==> config.mk <==
export PLATFORM = sky130hd
export DESIGN_NAME = rgb444_to_gray
export DESIGN_NICKNAME = d
export VERILOG_FILES = /design/src/rtl/rgb444_to_gray.sv
export SDC_FILE = /design/constraint.sdc
export NUM_CORES = 1
export LEC_CHECK = 0
export CORE_UTILIZATION = 25
export CTS_BUF_LIST = sky130_fd_sc_hd__clkbuf_8
export CTS_CLUSTER_DIAMETER = 200
export DETAILED_ROUTE_END_ITERATION = 8
export HOLD_SLACK_MARGIN = 0.05
export PLACE_DENSITY_LB_ADDON = 0.25
export SYNTH_ARGS = -nofsm -noshare
export SYNTH_HDL_FRONTEND = slang
export SYNTH_SLANG_ARGS = --single-unit
==> constraint.sdc <==
create_clock -name clk -period 18.25 [get_ports clk]
set_clock_uncertainty 0.1 [all_clocks]
set_input_delay 3.65 -clock clk [delete_from_list [all_inputs] [get_ports clk]]
set_output_delay 3.65 -clock clk [all_outputs]
set_load 0.05 [all_outputs]
==> src/rtl/rgb444_to_gray.sv <==
// Converts a two-byte-per-pixel RGB444 camera stream to 8-bit grayscale through a
// two-stage valid/ready pipeline, tagging the last pixel of each line.
module rgb444_to_gray #(
  parameter int unsigned H_ACTIVE = 640
) (
  input  logic       clk,
  input  logic       resetn,
  input  logic [7:0] pix_byte,
  input  logic       pix_byte_valid,
  output logic       pix_byte_ready,
  input  logic       frame_start,
  output logic [7:0] gray_out,
  output logic       gray_valid,
  input  logic       gray_ready,
  output logic       gray_eol
);

  localparam int unsigned ColW = (H_ACTIVE > 1) ? $clog2(H_ACTIVE) : 1;
  localparam logic [ColW-1:0] ColMax = ColW'(H_ACTIVE - 1);

  typedef enum logic {PhHi, PhLo} phase_e;

  phase_e          phase_q, phase_d;
  logic [3:0]      r_q, r_d;
  logic [ColW-1:0] col_q, col_d;

  logic            s1_valid_q;
  logic [11:0]     s1_pix_q;
  logic            s1_eol_q;

  logic [7:0]      gray_out_q;
  logic            gray_valid_q;
  logic            gray_eol_q;

  logic            advance;
  logic            accept;
  logic            form;
  logic [7:0]      r8, g8, b8;
  logic [15:0]     sum;

  always_comb begin
    advance        = !gray_valid_q || gray_ready;
    pix_byte_ready = resetn && (!s1_valid_q || advance);
    accept         = pix_byte_valid && pix_byte_ready;
    // A byte arriving with frame_start is always byte0 of the new frame.
    form           = accept && (phase_q == PhLo) && !frame_start;

    phase_d = phase_q;
    r_d     = r_q;
    col_d   = col_q;
    if (frame_start) begin
      phase_d = PhHi;
      col_d   = '0;
    end
    if (accept) begin
      if (frame_start || (phase_q == PhHi)) begin
        r_d     = pix_byte[3:0];
        phase_d = PhLo;
      end else begin
        phase_d = PhHi;
        col_d   = (col_q == ColMax) ? '0 : col_q + 1'b1;
      end
    end
  end

  always_comb begin
    r8  = {s1_pix_q[11:8], s1_pix_q[11:8]};
    g8  = {s1_pix_q[7:4], s1_pix_q[7:4]};
    b8  = {s1_pix_q[3:0], s1_pix_q[3:0]};
    // Weights sum to 256, so the rounded result tops out at 255 without clipping.
    sum = 16'd77 * {8'd0, r8} + 16'd150 * {8'd0, g8} + 16'd29 * {8'd0, b8} + 16'd128;
  end

  always_ff @(posedge clk) begin
    if (!resetn) begin
      phase_q      <= PhHi;
      r_q          <= '0;
      col_q        <= '0;
      s1_valid_q   <= 1'b0;
      s1_pix_q     <= '0;
      s1_eol_q     <= 1'b0;
      gray_out_q   <= '0;
      gray_valid_q <= 1'b0;
      gray_eol_q   <= 1'b0;
    end else begin
      phase_q <= phase_d;
      r_q     <= r_d;
      col_q   <= col_d;

      if (form) begin
        s1_valid_q <= 1'b1;
        s1_pix_q   <= {r_q, pix_byte};
        s1_eol_q   <= (col_q == ColMax);
      end else if (advance) begin
        s1_valid_q <= 1'b0;
      end

      if (advance) begin
        gray_valid_q <= s1_valid_q;
        if (s1_valid_q) begin
          gray_out_q <= sum[15:8];
          gray_eol_q <= s1_eol_q;
        end
      end
    end
  end

  assign gray_out   = gray_out_q;
  assign gray_valid = gray_valid_q;
  assign gray_eol   = gray_eol_q;

endmodule
==> flow_summary.toml <==
[final_layout]
final_common_cell = "inv_1"
fin_nets = 685
drive_gt1_share_pct = 2.26
final_cell_mix = "100 x inv_1, 90 x ha_1, 52 x fa_1, 45 x nand2_1, 40 x a21oi_1"
fill_cells = 1967
antenna_cells = 0
fin_area_mm2 = 0.00520
synthToLayoutAreaGrowth_pct = 12.6

[setup_path]
cp.required_ns = 14.50
cp-start-kind = "primary input"
worstPathCellList = "clkdlybuf4s50_1 > and2_1 > clkdlybuf4s50_1"
crit_path_max_fanout = 10
end_kind = "primary output"
crit_type = "in2out"
cp_slowest_stage_delay_ns = 0.80
cp_slowest_cell = "clkdlybuf4s50_1"
critPathMostFrequentCell = "clkdlybuf4s50_1"
crit_arrival_ns = 5.29

[grt]
grt_pass1_wl_um = 15700
grt_pass1_vias = 3378
antenna_found_initial = 0
grt_usage_pct = 9.95
grt_max_degree = 33
grt-ovfl-total = 0

[clock_tree]
post_cts_resized = 0
cts.sinks = 39
clkTransAtPathRegs_ns = 0.07
holdBufCountCts = 0
clkLatencyLatePin_ns = 0.29
cts_tree = "done"
cts.root.buffer_cell = "clkbuf_8"
post-cts-setup-buffer-count = 0
cts_buffers = 5
clock_path_buffers = 2
htreeDepth = 2

[synthesis]
syn_nets = 665
synth_area_leader_cell = "ha_1"
synthTopCellsByArea = "ha_1 24%, fa_1 23%, dfxtp_1 17%"
ys_seq_area_share_pct = 16.9
synth_edf_count = 0
yosys_register_bits = 39
yosysUniqueCellTypes = 42
synth_top_cell_area_share_pct = 24.4
synth.avg_cell_area_um2 = 9.07
syn_area_mm2 = 0.00462
ys_warn_count = 0
synthArstFlopShare_pct = 0
synth_cells = 510
synthFlopType = "dfxtp_1"

[timing]
tightest_slew_ns = 0.976
max_freq_ghz = 0.111
tns_ns = 0
setup_viol = 0
rsz0062_at_grt = "no"
min_period_ns = 9.04
relSlewSlack_pct = 34.8
finalCritPeriodShare_pct = 49.5
slew_viol_final = 0
hold_violations = 0

[min_path]
min-delay-path-class = "reg2reg"

[floorplan]
die_y_um = 138
row_count = 49
start_util_pct = 25.7
coreArea_mm2 = 0.0180
num_io_pins = 24
die_x_um = 138
die-area_mm2 = 0.0190

[detailed_routing]
first_pass_iters = 4
wl_per_cell_um = 12.3
antenna_left = 0
vias = 3342
routed_wl_um = 9320
vias_per_cell = 4.40
drtIter0Drc = 89
drc = 0

[power_and_ir_drop]
vdd_drop_max_uv = 36.0
leakage_nw = 2.63
power.density_mw_per_mm2 = 33.7

[run_status]
status = "finished, final reports clean"

[placed_design]
dp_hpwl_um = 8120
placed_area_mm2 = 0.00510
portBuffers = 23
gp_congestion = 0.800

[flow_run]
maxCapViolCount = 0
[registers in the layout, summed over array words and instances, names as in the netlist]
signal      cells
col_q          10
s1_valid_q      1
r_q             4
gray_out        8
s1_pix_q       12
gray_eol        1
phase_q         1
gray_valid      1
s1_eol_q        1
[stage by stage]
| step | setup slack (ns) | hold WS (ns) | util [%] | power (mW) | std cells |
|---|---|---|---|---|---|
| detailed placement | 9.21 | 0.349 | 28.3 | 0.110 | 752 |
| global placement | 9.23 | 0.343 | 28.3 | 0.109 | 752 |
| finish | 9.21 | 0.357 | 28.9 | 0.176 | 759 |
| global route | 9.14 | 0.385 | 28.9 | 0.186 | 759 |
| CTS | 9.21 | 0.363 | 28.9 | 0.180 | 759 |
| floorplan | 10.27 | 0.332 | - | 0.103 | 510 |
[worst max-delay path: cells and delay by family]
family | cells | cell delay (ns)
simple gates | 1 | 0.18
buf+inv | 2 | 1.46
[cell usage after synthesis (5+ instances only)]
library cell  instances
dfxtp_1              39
inv_1                99
nor3_1                5
clkbuf_1              9
a21oi_1              40
fa_1                 52
nand3_1              13
xor2_1                9
o21ai_0               8
xnor2_1              12
nand4_1               5
nand2_1              45
ha_1                 90
a21o_1                5
nand2b_1              5
nor2_1               26
[worst paths after layout]
| kind | from | to | slack, ns | cells after the start |
|---|---|---|---|---|
| setup reg to reg | s1_pix_q[4] | gray_out[7] | 11.34 | 23 |
| setup / recovery | resetn | pix_byte_ready | 9.21 | 3 |
| hold reg to reg | gray_eol | gray_eol | 0.36 | 2 |
| hold / removal | gray_eol | gray_eol | 0.36 | 2 |
[final cells by class]
| class | count | area [µm²] | area share, % |
|---|---|---|---|
| clock buffers | 5 | 68.8 | 1.32 |
| clock inverters | 2 | 33.8 | 0.649 |
| inverters | 99 | 372 | 7.14 |
| multi-input cells | 362 | 3430 | 66.0 |
| flip-flops and latches | 39 | 781 | 15.0 |
| well taps | 229 | 287 | 5.50 |
| repair buffers | 23 | 230 | 4.42 |
[logic make-up (layout without fill, tap and decap cells)]
| group | count (synthesis) | in the layout | share of synthesized area, % |
|---|---|---|---|
| AO/OA/AOI/OAI | 75 | 75 | 10.7 |
| XOR/XNOR | 21 | 21 | 3.98 |
| adder cells (fa/ha/maj) | 142 | 142 | 46.9 |
| buffers and inverters | 109 | 129 | 8.87 |
| flip-flops | 39 | 39 | 16.9 |
| multiplexers | 1 | 1 | 0.216 |
| AND/OR/NAND/NOR | 123 | 123 | 12.5 |
[power by group]
part | internal (mW) | switching (mW)
Combinational | 0.00892 | 0.0116
Sequential | 0.0859 | 0.000902
Clock | 0.0395 | 0.0287
Total | 0.134 | 0.0412
[layer usage]
| metal | up-vias | part of all wire [%] | wire length (µm) | GRT usage [%] |
|---|---|---|---|---|
| met4 | 0 | 0.79 | 74 | 2.43 |
| met3 | 7 | 1.2 | 115 | 0.935 |
| met1 | 1605 | 47 | 4370 | 13.1 |
| met2 | 25 | 51 | 4760 | 17.4 |
| met5 | - | 0 | 0 | 0 |
| li1 | 1705 | - | - | - |
(Power assumes the default switching activity.)
